File: src/rtl/jtpang_objdma.sv
// Object DMA: copies 2^AW bytes of object VRAM into the idle half of a
// double-buffered sprite table while holding the CPU off the bus.
module jtpang_objdma #(
  parameter int AW     = 9,
  parameter int BUSLAT = 0
) (
  input  logic          rst,
  input  logic          clk,
  input  logic          dma_go,
  input  logic          busak_n,
  output logic          busrq,
  output logic [AW-1:0] dma_addr,
  input  logic [7:0]    dma_din,
  output logic          buf_we,
  output logic [AW-1:0] buf_addr,
  output logic [7:0]    buf_din,
  output logic          buf_bank,
  output logic          busy
);

  localparam int            WW        = $clog2(BUSLAT + 2);
  localparam logic [WW-1:0] WAIT_LAST = WW'(BUSLAT);
  localparam logic [AW-1:0] ADDR_LAST = '1;

  typedef enum logic [2:0] {IDLE, REQ, WAIT, COPY, FLUSH, REL} state_t;

  state_t        state_q;
  logic          go_q, armed_q, go_edge;
  logic          pending_q, pending_d;
  logic          busrq_q, busy_q, buf_we_q, buf_bank_q;
  logic [AW-1:0] dma_addr_q, dma_addr_d, buf_addr_q;
  logic [WW-1:0] wait_q;

  // armed_q blocks a dma_go that was already high across reset from
  // counting as an edge; it needs to be seen low first.
  always_comb begin
    go_edge    = dma_go & ~go_q & armed_q;
    pending_d  = pending_q;
    if (state_q == IDLE && pending_q) pending_d = 1'b0;
    if (go_edge) pending_d = 1'b1;
    dma_addr_d = dma_addr_q + AW'(1);
  end

  always_ff @(posedge clk or posedge rst) begin
    if (rst) begin
      state_q    <= IDLE;
      go_q       <= 1'b0;
      armed_q    <= 1'b0;
      pending_q  <= 1'b0;
      busrq_q    <= 1'b0;
      busy_q     <= 1'b0;
      buf_we_q   <= 1'b0;
      buf_bank_q <= 1'b0;
      dma_addr_q <= '0;
      buf_addr_q <= '0;
      wait_q     <= '0;
    end else begin
      go_q      <= dma_go;
      pending_q <= pending_d;
      buf_we_q  <= 1'b0;
      if (!dma_go) armed_q <= 1'b1;
      case (state_q)
        IDLE: begin
          if (pending_q) begin
            state_q <= REQ;
            busrq_q <= 1'b1;
            busy_q  <= 1'b1;
          end
        end
        REQ: begin
          if (!busak_n) begin
            state_q <= WAIT;
            wait_q  <= '0;
          end
        end
        WAIT: begin
          if (wait_q == WAIT_LAST) begin
            state_q    <= COPY;
            dma_addr_q <= '0;
          end else begin
            wait_q <= wait_q + WW'(1);
          end
        end
        // Each granted cycle issues one read; its write lands the next cycle,
        // when the VRAM data is valid.
        COPY: begin
          if (!busak_n) begin
            buf_we_q   <= 1'b1;
            buf_addr_q <= dma_addr_q;
            if (dma_addr_q == ADDR_LAST) state_q <= FLUSH;
            else dma_addr_q <= dma_addr_d;
          end
        end
        FLUSH: begin
          state_q    <= REL;
          busrq_q    <= 1'b0;
          buf_bank_q <= ~buf_bank_q;
        end
        REL: begin
          if (busak_n) begin
            state_q <= IDLE;
            busy_q  <= 1'b0;
          end
        end
        default: state_q <= IDLE;
      endcase
    end
  end

  assign busrq    = busrq_q;
  assign busy     = busy_q;
  assign buf_we   = buf_we_q;
  assign buf_addr = buf_addr_q;
  assign buf_bank = buf_bank_q;
  assign dma_addr = dma_addr_q;
  assign buf_din  = buf_we_q ? dma_din : 8'h00;

endmodule

File: config.mk
export PLATFORM = sky130hd
export DESIGN_NAME = jtpang_objdma
export DESIGN_NICKNAME = d
export VERILOG_FILES = /design/src/rtl/jtpang_objdma.sv
export SDC_FILE = /design/constraint.sdc
export NUM_CORES = 1
export LEC_CHECK = 0
export BUFFER_PORTS_ARGS = -buffer_cell sky130_fd_sc_hd__buf_4
export CAP_MARGIN = 10
export CELL_PAD_IN_SITES_DETAIL_PLACEMENT = 1
export CELL_PAD_IN_SITES_GLOBAL_PLACEMENT = 1
export CORE_ASPECT_RATIO = 1.1
export CORE_MARGIN = 10
export CORE_UTILIZATION = 38
export DETAILED_ROUTE_END_ITERATION = 8
export PLACE_DENSITY = 0.84
export SLEW_MARGIN = 20
export SYNTH_ARGS = -nofsm -noshare
export SYNTH_HDL_FRONTEND = slang
export SYNTH_SLANG_ARGS = --single-unit
File: constraint.sdc
create_clock -name clk -period 2.09 [get_ports clk]
set_input_delay 0.209 -clock clk [delete_from_list [all_inputs] [get_ports clk]]
set_output_delay 0.209 -clock clk [all_outputs]
set_load 0.01 [all_outputs]
==> results.py <==
metrics = {
    "status": {
        "status": "finished clean",
    },
    "critical_path": {
        "crit_path_leading_delay_family": "simple AND/OR/NAND/NOR gates",
        "critPathSlowestCell": "nor4_1",
        "critical_path_peak_fanout": 6,
        "dominant_cell_type_by_count_on_the_critical_path": "ha_1",
        "criticalPathCategory": "register to register",
        "critical_path_buf_inv_count": 0,
        "worstPathArrival_ps": 2270,
        "critical_path.cell_chain": "ha_1, nand3_2, nor3_1, ha_1, o21a_4, nor4_1, mux2i_1",
        "worstSetupEndpointType": "register",
        "required_time_at_the_endpoint_of_the_critical_path_ps": 2350,
        "cp-start-kind": "register",
        "max_stage_delay_ps": 430,
    },
    "placed_design": {
        "portBuffers": 41,
        "gpl.final_weighted_congestion": 0.824,
        "place.detailed.instances": 211,
        "placement.cell_area_um2": 1740,
        "detailed_place_hpwl_mm": 2.77,
        "dpl_worst_slack_ps": 52.4,
    },
    "clocking": {
        "longest_clk_path_bufs": 2,
        "htree_levels": 1,
        "cts_tree": "yes",
        "clk_latency_ps": 320,
        "cts_setup_buffers": 0,
        "cts-buffers-inserted": 3,
        "clock_tree.root_cell": "clkbuf_4",
        "cts_sink_cnt": 28,
        "path_clk_slew_ps": 140,
    },
    "finish": {
        "final_cell_count_no_fill": 216,
        "antenna-diode-count": 0,
        "areaGrowthSynthToFinish_pct": 32.0,
        "fillCellCount": 392,
        "sequential_cell_area_um2": 701,
        "mostFrequentLayoutCells": "47 x buf_4, 28 x dfrtp_1, 12 x nand2_1, 11 x mux2_2, 8 x and2_1",
        "multi_input_comb_area_um2": 626,
        "final_design_area_no_fill_um2": 1790,
        "nNetsFinal": 184,
        "utilization_of_the_core_after_routing_pct": 52.8,
        "post_route_cells_drive_above_1_share_pct": 41.1,
        "layout_commonest_cell": "buf_4",
    },
    "pwr": {
        "ir_drop_mv": 0.346,
        "p_total_mw": 1.60,
        "power.leakage_nw": 0.821,
        "power_density_cells_nw_per_um2": 897,
    },
    "sta": {
        "fin_skew_ps": 10.7,
        "finalHoldWorstSlack_ps": 270,
        "relSlewSlack_pct": 69.0,
        "hold_viol_final": 0,
        "post-route-period-util_pct": 96.1,
        "timing.setup.tns_ps": 0,
        "worst_slew_pin_slew_ps": 465,
        "timing.final.setup_violations": 0,
        "final-max-slew-violation-count": 0,
        "postLayoutSetupSlackWorst_ps": 80.6,
        "layout_min_cycle_time_ps": 2010,
        "max_freq_mhz": 498,
    },
    "die": {
        "io_pins": 42,
        "fp.dieH_um": 82.6,
        "design.core.area_um2": 3390,
        "die_w_um": 76.9,
        "placement_rows": 22,
        "die_area_um2": 6360,
        "initial_utilization_pct": 40.0,
    },
    "detailed_routing": {
        "vias": 1157,
        "drt_iter0_drc": 53,
        "drc_errors": 0,
        "drt_pass1_iterations": 3,
        "drt_wirelength_mm": 3.68,
        "avgRoutedWirePerCell_um": 17.0,
        "vias_cell": 5.36,
        "final_antenna_net_count": 0,
    },
    "logic_synthesis": {
        "post_synth_instance_area_um2": 1360,
        "ys_seq_area_share_pct": 51.7,
        "ys.flop_type": "dfrtp_1",
        "post_synth_inst_count": 122,
        "synth_enable_flop_cells": 0,
        "ys_types": 36,
        "synthArstFlopShare_pct": 100,
        "synth_seq_cells": 28,
        "net_count_of_the_mapped_netlist": 136,
        "yosys_warnings": 0,
        "syn_avg_cell_area_um2": 11.1,
    },
    "worst_hold_path": {
        "worst_min_delay_path_class": "input port to register",
    },
    "grt": {
        "first_global_vias": 1199,
        "gr_usage_total_pct": 11.3,
        "grt_pass1_wl_mm": 5.91,
        "remaining_global_route_overflow": 0,
        "antenna_found_initial": 0,
        "grt_start_max_net_pins": 29,
    },
    "run": {
        "drv.max_cap_violation_count": 0,
    },
}
cell usage after synthesis (2+ instances only):
cell / n / share of area (%)
dfrtp_1: 28 / 52
nand2_1: 12 / 3.3
mux2_2: 11 / 9.1
and2_1: 8 / 3.7
nand2b_1: 5 / 2.3
o21ai_0: 5 / 1.8
nand3_1: 4 / 1.5
nor2_1: 4 / 1.1
a21oi_1: 3 / 1.1
a22o_1: 3 / 1.9
clkbuf_1: 3 / 0.83
mux2i_1: 3 / 2.2
nor3b_1: 3 / 1.7
buf_2: 2 / 0.74
ha_1: 2 / 1.8
inv_1: 2 / 0.55
nand3b_1: 2 / 1.1
nor4_1: 2 / 0.92
o311ai_0: 2 / 1.3
o31ai_1: 2 / 1.1
cells by family (layout without fill, tap and decap cells):
family / Yosys count / after routing / synth area share (%)
simple gates: 51 / 51 / 22.0
flops: 28 / 28 / 51.7
compound gates: 18 / 18 / 9.51
mux: 14 / 14 / 11.4
buf+inv: 8 / 54 / 2.95
fa+ha+maj: 2 / 2 / 1.85
xor+xnor: 1 / 1 / 0.646
path summary, 6_finish.rpt:
check                                             start                      end  slack (ps)  cells past startpoint
max in group asynchronous                           rst  dma_addr[7]$_DFFE_PP0P_        1320                      4
worst max register to register  dma_addr[0]$_DFFE_PP0P_  dma_addr[6]$_DFFE_PP0P_          80                      7
worst max-delay path            dma_addr[0]$_DFFE_PP0P_  dma_addr[6]$_DFFE_PP0P_          80                      7
worst min register to register           go_q$_DFF_PP0_    pending_q$_DFFE_PP0P_         450                      1
min in group asynchronous                           rst         busy$_DFFE_PP0P_         500                      4
worst min-delay path                            busak_n         busy$_DFFE_PP0P_         270                      4
layout make-up:
| class | count | area share, % |
|---|---|---|
| Inverter | 2 | 0.420 |
| Sequential cell | 28 | 39.2 |
| Clock buffer | 3 | 1.26 |
| Timing Repair Buffer | 49 | 20.8 |
| Multi-Input combinational cell | 86 | 35.0 |
| Tap cell | 48 | 3.36 |
state kept, by name (all words and copies together), names as in the netlist:
register and count:
armed_q 1, buf_bank 1, buf_we 1, state_q 3
go_q 1, buf_addr 9, pending_q 1, busrq 1
dma_addr 9, busy 1
per-layer routing:
layer,global-route usage (%),routed length [µm],share of wire (%)
met2,20.2,1810,49
met5,0,0,0
met1,13.6,1550,42
met3,3.02,304,8.3
met4,1.67,9,0.24
worst register-to-register path: cells and delay by family, from the launching register on:
| family | cells | cell delay [ps] |
|---|---|---|
| and+or+nand+nor | 3 | 600 |
| adders and majority gates | 2 | 470 |
| DFF | 1 | 420 |
| AOI/OAI and AO/OA | 1 | 250 |
| muxes | 1 | 230 |
repair_timing:
item,in CTS,in global routing
hold buffers,2,0
endpoints found under the setup margin,0,3
gates resized for setup,0,3
endpoints found under the hold margin,29,0
power breakdown:
group / total (mW) / internal (mW) / switching (mW)
logic: 0.626 / 0.343 / 0.283
registers: 0.765 / 0.659 / 0.106
clock network: 0.214 / 0.0674 / 0.146
Note: power is estimated with default switching activity, not from simulation.
